## config.mk

```make
export PLATFORM = sky130hd
export DESIGN_NAME = cam_capture
export DESIGN_NICKNAME = d
export VERILOG_FILES = /design/src/rtl/cam_pkg.sv /design/src/rtl/cam_sync_edge.sv /design/src/rtl/cam_capture.sv
export SDC_FILE = /design/constraint.sdc
export NUM_CORES = 1
export LEC_CHECK = 0
export ABC_AREA = 1
export ABC_CLOCK_PERIOD_IN_PS = 4050
export CAP_MARGIN = 20
export CELL_PAD_IN_SITES_DETAIL_PLACEMENT = 1
export CELL_PAD_IN_SITES_GLOBAL_PLACEMENT = 2
export CORE_MARGIN = 3
export CORE_UTILIZATION = 34
export CTS_CLUSTER_SIZE = 16
export DETAILED_ROUTE_END_ITERATION = 12
export PLACE_DENSITY = 0.82
export SKIP_CTS_REPAIR_TIMING = 1
export SLEW_MARGIN = 20
export SYNTH_ARGS = -nofsm -noshare
export SYNTH_HDL_FRONTEND = slang
export SYNTH_SLANG_ARGS = --single-unit
```

## constraint.sdc

```tcl
create_clock -name clk -period 4.05 [get_ports clk]
set_input_delay 0.81 -clock clk [delete_from_list [all_inputs] [get_ports clk]]
set_output_delay 0.81 -clock clk [all_outputs]
set_load 0.02 [all_outputs]
```

## src/rtl/cam_pkg.sv

```systemverilog
// -----------------------------------------------------------------------------
// cam_pkg
// Shared definitions for the camera capture path and the VGA display block:
// framebuffer geometry, pixel word layout and the capture FSM encoding.
// -----------------------------------------------------------------------------
package cam_pkg;

    // Framebuffer geometry
    localparam int c_img_cols    = 80;
    localparam int c_img_rows    = 60;
    localparam int c_img_pxls    = c_img_cols * c_img_rows;
    localparam int c_nb_img_pxls = 13;

    // Framebuffer word layout
    localparam int c_nb_red   = 5;
    localparam int c_nb_green = 5;
    localparam int c_nb_blue  = 6;
    localparam int c_nb_buf   = c_nb_red + c_nb_green + c_nb_blue;

    typedef struct packed {
        logic [c_nb_red-1:0]   red;
        logic [c_nb_green-1:0] green;
        logic [c_nb_blue-1:0]  blue;
    } fb_pixel_t;

    typedef enum logic {
        ST_WAIT = 1'b0,
        ST_CAPT = 1'b1
    } cam_state_t;

    // RGB565 byte pair -> framebuffer word. The green LSB is dropped and the
    // 5-bit blue sits in the upper bits of the 6-bit field with a zero below.
    function automatic fb_pixel_t pack_rgb565(input logic [7:0] b0, input logic [7:0] b1);
        fb_pixel_t pix;
        pix.red   = b0[7:3];
        pix.green = {b0[2:0], b1[7:6]};
        pix.blue  = {b1[4:0], 1'b0};
        return pix;
    endfunction

endpackage

```

## src/rtl/cam_sync_edge.sv

```systemverilog
// -----------------------------------------------------------------------------
// cam_sync_edge
// Two-flop synchronizer followed by a registered rise/fall detector for one
// asynchronous camera control line.
//
// Ports:
//   clk      in   system clock
//   rst      in   asynchronous reset, active high
//   sig_i    in   asynchronous input
//   level_o  out  synchronized level, aligned with rise_o/fall_o
//   rise_o   out  one-clk pulse on a 0->1 transition
//   fall_o   out  one-clk pulse on a 1->0 transition
// -----------------------------------------------------------------------------
module cam_sync_edge (
    input  logic clk,
    input  logic rst,
    input  logic sig_i,
    output logic level_o,
    output logic rise_o,
    output logic fall_o
);

    logic meta_q;
    logic sync_q;
    logic prev_q;
    logic rise_q;
    logic fall_q;

    // NOTE: sequential state uses non-blocking assignments so every flop
    // samples the pre-edge value of its neighbour, giving a true shift chain.
    always_ff @(posedge clk or posedge rst) begin
        if (rst) begin
            meta_q <= 1'b0;
            sync_q <= 1'b0;
            prev_q <= 1'b0;
            rise_q <= 1'b0;
            fall_q <= 1'b0;
        end else begin
            meta_q <= sig_i;
            sync_q <= meta_q;
            prev_q <= sync_q;
            rise_q <= sync_q & ~prev_q;
            fall_q <= ~sync_q & prev_q;
        end
    end

    // prev_q is the same sample the edge flops compared against, so the level
    // and the edge pulses describe the same instant.
    assign level_o = prev_q;
    assign rise_o  = rise_q;
    assign fall_o  = fall_q;

endmodule

```

## src/rtl/cam_capture.sv

```systemverilog
// -----------------------------------------------------------------------------
// cam_capture
// Camera-side framebuffer writer. Oversamples an OV7670-style parallel bus in
// the clk domain, assembles byte pairs into pixels, decimates the camera frame
// by 2^c_dec_log2 in both directions and writes one word per kept pixel.
//
// Ports:
//   clk            in   system clock (>= 4x cam_pclk)
//   rst            in   asynchronous reset, active high
//   rgbmode        in   1: RGB565, 0: YUV422 (Y kept); sampled at frame start
//   cam_pclk       in   camera pixel clock, sampled as data
//   cam_vsync      in   camera vertical sync, active high
//   cam_href       in   camera line valid, active high
//   cam_data       in   camera byte
//   frame_we       out  write strobe, one clk wide
//   frame_addr     out  write address
//   frame_wr_data  out  write data
//   frame_done     out  pulse with the write of the last framebuffer word
//
// Build option: define CAM_CAPTURE_TESTPAT_EN to write a coordinate test
// pattern instead of camera data (timing and addressing unchanged).
// -----------------------------------------------------------------------------
module cam_capture #(
    parameter int c_cam_cols    = 640,
    parameter int c_cam_rows    = 480,
    parameter int c_dec_log2    = 3,
    parameter int c_img_cols    = cam_pkg::c_img_cols,
    parameter int c_img_rows    = cam_pkg::c_img_rows,
    parameter int c_img_pxls    = c_img_cols * c_img_rows,
    parameter int c_nb_img_pxls = cam_pkg::c_nb_img_pxls,
    parameter int c_nb_buf      = cam_pkg::c_nb_buf
) (
    input  logic                     clk,
    input  logic                     rst,
    input  logic                     rgbmode,
    input  logic                     cam_pclk,
    input  logic                     cam_vsync,
    input  logic                     cam_href,
    input  logic [7:0]               cam_data,
    output logic                     frame_we,
    output logic [c_nb_img_pxls-1:0] frame_addr,
    output logic [c_nb_buf-1:0]      frame_wr_data,
    output logic                     frame_done
);

    import cam_pkg::*;

    localparam int c_nb_col = $clog2(c_cam_cols + 1);
    localparam int c_nb_row = $clog2(c_cam_rows + 1);

    localparam logic [c_nb_col-1:0]      c_col_lim  = c_nb_col'(c_cam_cols);
    localparam logic [c_nb_row-1:0]      c_row_lim  = c_nb_row'(c_cam_rows);
    localparam logic [c_nb_col-1:0]      c_col_max  = '1;
    localparam logic [c_nb_row-1:0]      c_row_max  = '1;
    localparam logic [c_nb_img_pxls-1:0] c_addr_lim = c_nb_img_pxls'(c_img_pxls);
    localparam logic [c_nb_img_pxls-1:0] c_addr_end = c_nb_img_pxls'(c_img_pxls - 1);

    // ---------------------------------------------------------------- sync
    logic pclk_lvl,  pclk_rise,  pclk_fall;
    logic href_lvl,  href_rise,  href_fall;
    logic vsync_lvl, vsync_rise, vsync_fall;

    cam_sync_edge u_sync_pclk (
        .clk     (clk),
        .rst     (rst),
        .sig_i   (cam_pclk),
        .level_o (pclk_lvl),
        .rise_o  (pclk_rise),
        .fall_o  (pclk_fall)
    );

    cam_sync_edge u_sync_href (
        .clk     (clk),
        .rst     (rst),
        .sig_i   (cam_href),
        .level_o (href_lvl),
        .rise_o  (href_rise),
        .fall_o  (href_fall)
    );

    cam_sync_edge u_sync_vsync (
        .clk     (clk),
        .rst     (rst),
        .sig_i   (cam_vsync),
        .level_o (vsync_lvl),
        .rise_o  (vsync_rise),
        .fall_o  (vsync_fall)
    );

    logic sync_unused;
    assign sync_unused = ^{pclk_lvl, pclk_fall, vsync_lvl};

    // Data only needs the two-flop delay: the camera holds it for at least
    // half a pclk period (>= 2 clk) around the rising edge.
    logic [7:0] data_meta_q;
    logic [7:0] data_sync_q;

    always_ff @(posedge clk or posedge rst) begin
        if (rst) begin
            data_meta_q <= '0;
            data_sync_q <= '0;
        end else begin
            data_meta_q <= cam_data;
            data_sync_q <= data_meta_q;
        end
    end

    // ---------------------------------------------------------------- state
    cam_state_t               state_q,   state_d;
    logic                     rgb_q,     rgb_d;
    logic                     byte_ph_q, byte_ph_d;
    logic [7:0]               b0_q,      b0_d;
    logic [c_nb_col-1:0]      col_q,     col_d;
    logic [c_nb_row-1:0]      row_q,     row_d;
    logic [c_nb_img_pxls-1:0] addr_q,    addr_d;
    logic                     we_q,      we_d;
    logic [c_nb_buf-1:0]      wdata_q,   wdata_d;
    logic                     done_q,    done_d;

    logic [c_nb_col-1:0] col_eff;
    logic                ph_eff;
    logic                byte_en;
    logic                keep;
    logic [c_nb_buf-1:0] pix;

`ifdef CAM_CAPTURE_TESTPAT_EN
    logic [6:0] img_col;
    logic [5:0] img_row;
    logic       pat_unused;
    assign pat_unused = ^{rgb_q, b0_q};
`endif

    // NOTE: every signal written here gets a default first, so no path can
    // leave one unassigned and infer a latch.
    always_comb begin
        state_d   = state_q;
        rgb_d     = rgb_q;
        byte_ph_d = byte_ph_q;
        b0_d      = b0_q;
        col_d     = col_q;
        row_d     = row_q;
        addr_d    = addr_q;
        we_d      = 1'b0;
        wdata_d   = wdata_q;
        done_d    = 1'b0;

        // An href rising edge restarts the line even if a pclk edge lands in
        // the same cycle; that pclk edge is then the first byte of the line.
        col_eff = href_rise ? '0 : col_q;
        ph_eff  = href_rise ? 1'b0 : byte_ph_q;

        // The href_fall term lets the last pixel complete when its pclk edge
        // coincides with the end of the line.
        byte_en = pclk_rise && (href_lvl || href_fall);

        keep = (col_eff[c_dec_log2-1:0] == '0) &&
               (row_q[c_dec_log2-1:0] == '0) &&
               (col_eff < c_col_lim) &&
               (row_q < c_row_lim) &&
               (addr_q < c_addr_lim);

`ifdef CAM_CAPTURE_TESTPAT_EN
        img_col = 7'(col_eff >> c_dec_log2);
        img_row = 6'(row_q >> c_dec_log2);
        pix     = {img_col[6:2], img_row[5:1], img_col[5:0]};
`else
        pix = rgb_q ? pack_rgb565(b0_q, data_sync_q) : {8'h00, b0_q};
`endif

        // Address advances the cycle after the strobe so it is stable while
        // frame_we is high; the write gate keeps it from passing c_img_pxls.
        if (we_q) begin
            addr_d = addr_q + c_nb_img_pxls'(1);
        end

        case (state_q)
            ST_WAIT: begin
                if (vsync_fall) begin
                    state_d   = ST_CAPT;
                    rgb_d     = rgbmode;
                    byte_ph_d = 1'b0;
                    col_d     = '0;
                    row_d     = '0;
                    addr_d    = '0;
                end
            end

            ST_CAPT: begin
                if (vsync_rise) begin
                    state_d = ST_WAIT;
                end else begin
                    byte_ph_d = ph_eff;
                    col_d     = col_eff;
                    if (byte_en) begin
                        if (!ph_eff) begin
                            b0_d      = data_sync_q;
                            byte_ph_d = 1'b1;
                        end else begin
                            byte_ph_d = 1'b0;
                            if (col_eff != c_col_max) begin
                                col_d = col_eff + c_nb_col'(1);
                            end
                            if (keep) begin
                                we_d    = 1'b1;
                                wdata_d = pix;
                                done_d  = (addr_q == c_addr_end);
                            end
                        end
                    end
                    // Uses the pre-increment row above, so a pixel finishing
                    // on the same cycle belongs to the line that just ended.
                    if (href_fall && (row_q != c_row_max)) begin
                        row_d = row_q + c_nb_row'(1);
                    end
                end
            end

            default: state_d = ST_WAIT;
        endcase
    end

    always_ff @(posedge clk or posedge rst) begin
        if (rst) begin
            state_q   <= ST_WAIT;
            rgb_q     <= 1'b0;
            byte_ph_q <= 1'b0;
            b0_q      <= '0;
            col_q     <= '0;
            row_q     <= '0;
            addr_q    <= '0;
            we_q      <= 1'b0;
            wdata_q   <= '0;
            done_q    <= 1'b0;
        end else begin
            state_q   <= state_d;
            rgb_q     <= rgb_d;
            byte_ph_q <= byte_ph_d;
            b0_q      <= b0_d;
            col_q     <= col_d;
            row_q     <= row_d;
            addr_q    <= addr_d;
            we_q      <= we_d;
            wdata_q   <= wdata_d;
            done_q    <= done_d;
        end
    end

    assign frame_we      = we_q;
    assign frame_addr    = addr_q;
    assign frame_wr_data = wdata_q;
    assign frame_done    = done_q;

endmodule

```

==> out/metrics.cfg <==
[run_status]
status = completed

[floorplan]
chipWidth_um = 115
start_util_pct = 34.9
ios = 45
core_area_sq_um = 11500
die_h_um = 115
die-area_sq_um = 13200
rows = 39

[critical_path]
cp.required_ns = 3.24
crit_chain = clkdlybuf4s50_1
crit_arrival_ns = 1.53
crit_path_top_delay_cell = clkdlybuf4s50_1
slowest_delay_ns = 0.67
crit_buf_inv = 1
start_kind = flop
cp_top_family = buffers and inverters
critPathKind = flop to primary output
critPathMaxFanout = 9
cp-end-kind = primary output

[clock_network]
cts_sinks = 91
clockBufferDepth = 2
ctsRootBufferMaster = clkbuf_16
cts.htree.levels = 3
clock_latency_ns = 0.35
cts_tree = built
numCtsBuffers = 9
clk_pin_slew_ns = 0.07

[power_and_ir_drop]
cellPowerDensity_nw_per_um2 = 480
leakage_uw = 0.00228
irDropWorstVdd_mv = 0.247

[sta]
max_freq_ghz = 0.428
slew_viol_final = 0
fin_worst_skew_ns = 0.00662
finalHoldViolCount = 0
relSlewSlack_pct = 41.9
period_needed_ns = 2.34
timing.final.crit_share_pct = 57.7
tns_ns = 0
worst_slew_pin_slew_ns = 0.870
rsz0062_at_grt = false
finalSetupViolCount = 0

[final_layout]
drive_gt1_share_pct = 10.7
area_delta_synth_final_pct = 22.5
final_common_cell = nand2_1
design_area_sq_um = 4930
final_cell_mix = nand2_1 (103), dfrtp_1 (91), inv_1 (60), clkdlybuf4s50_1 (44), nor2_1 (36)
num_antenna_cells = 0
nets = 512

[yosys]
syn_area_per_cell_sq_um = 9.04
ys_seq_elements = 91
syn_inst = 445
ys.warnings.count = 0
yosysUniqueCellTypes = 30
synth_fp_nets = 465
yosysSeqAreaShare_pct = 56.6
synth_area_sq_um = 4020

[global_routing]
grt_use_total_pct = 15.1
grt_pass1_wl_um = 15600
grt_pass1_vias = 3176
grt_start_max_net_pins = 50
antenna_found_initial = 0
grt_remaining_overflow = 0

[hold_path]
hold_path.class = flop to flop

[detailed_routing]
routed_via_density = 4.76
num_vias = 3046
wl_um = 9140
dr.first_iter.drc_count = 147
drc = 0
wl_per_cell_um = 14.3
drt-pass1-iter-count = 4
ant_nets = 0

[place]
placed_area_sq_um = 4600
gp_congestion = 0.816
hpwl_um = 6330
io_buffer_count = 44

[flow_run]
drv_cap = 0

## worst paths after layout
path | to | slack [ns] | depth (start not counted) | start
max | frame_we | 1.71 | 1 | frame_we
min | data_sync_q[7] | 0.35 | 0 | data_meta_q[7]
max reg2reg | frame_wr_data[3] | 1.75 | 8 | u_sync_href.rise_o
min reg2reg | data_sync_q[7] | 0.35 | 0 | data_meta_q[7]
max in group asynchronous | frame_wr_data[6] | 2.40 | 3 | rst
min in group asynchronous | data_meta_q[0] | 0.93 | 2 | rst
## synthesized netlist by cell type
library cell,n,area (sq um)
o2111ai_1,1,8.76
clkbuf_1,5,18.8
o22ai_1,5,31.3
buf_1,1,3.75
xnor2_1,1,8.76
o21ai_2,18,158
nand2_1,103,387
nor2_2,5,31.3
nor3b_1,1,7.51
o21ai_0,31,155
clkinv_1,1,3.75
nand4_1,6,37.5
mux2_2,1,11.3
xor2_1,3,26.3
inv_1,61,229
a21oi_1,14,70.1
o21a_1,1,7.51
dfrtp_1,91,2280
nor2_1,36,135
nor2_8,2,40.0
nor3_2,1,10.0
inv_2,2,7.51
inv_4,1,6.26
ha_1,6,75.1
buf_6,4,45.0
nand2_2,5,31.3
nor4_1,1,6.26
o211ai_1,2,15.0
nor3_1,12,60.1
nand3_1,24,120
## where the power goes
part | switching (uW) | leakage, uW | internal (uW)
Clock | 379 | 0.000159 | 550
Combinational | 213 | 0.000934 | 142
Sequential | 78.2 | 0.00119 | 1010
Total | 670 | 0.00228 | 1700
## cell type report
cell class              instances  area, sq um
inverters                      65          248
clock inverters                 6         97.6
well taps                     143          179
clock buffers                  10          229
repair buffers                 46          468
fillers                      1343         6590
flip-flops and latches         91         2280
multi-input cells             279         1430
## cells by family (layout without fill, tap and decap cells)
group | count (synthesis) | in the layout | share of synthesized area (%)
AO/OA/AOI/OAI | 72 | 72 | 11.1
XOR/XNOR | 4 | 4 | 0.871
adder cells (fa/ha/maj) | 6 | 6 | 1.87
buffers and inverters | 75 | 127 | 7.80
flip-flops | 91 | 91 | 56.6
multiplexers | 1 | 1 | 0.280
AND/OR/NAND/NOR | 196 | 196 | 21.5
## per-layer routing
layer	GRT usage, %	wire length (um)	vias up
met5	0	0	-
met4	5.40	146	0
met3	3.89	294	12
met2	23.4	4100	46
met1	20.7	4590	1473
li1	-	-	1515
## registers in the layout, summed over array words and instances (netlist names), 8 cells and up
register / flops
frame_wr_data: 16
frame_addr: 13
col_q: 10
row_q: 9
b0_q: 8
data_meta_q: 8
data_sync_q: 8
## per-stage QoR
| step | std cells | util (%) | hold slack, ns | setup slack [ns] | total power, uW |
|---|---|---|---|---|---|
| finish | 640 | 42.8 | 0.350 | 1.71 | 2370 |
| global route | 640 | 42.8 | 0.350 | 1.48 | 2490 |
| CTS | 640 | 42.8 | 0.346 | 1.68 | 2400 |
| detailed placement | 624 | 40.0 | 0.336 | 1.71 | 1460 |
| global placement | 624 | 40.0 | 0.334 | 1.74 | 1450 |
| floorplan | 445 | - | 0.331 | 0.876 | 1320 |
No activity file was read; power rests on OpenSTA's default activity.
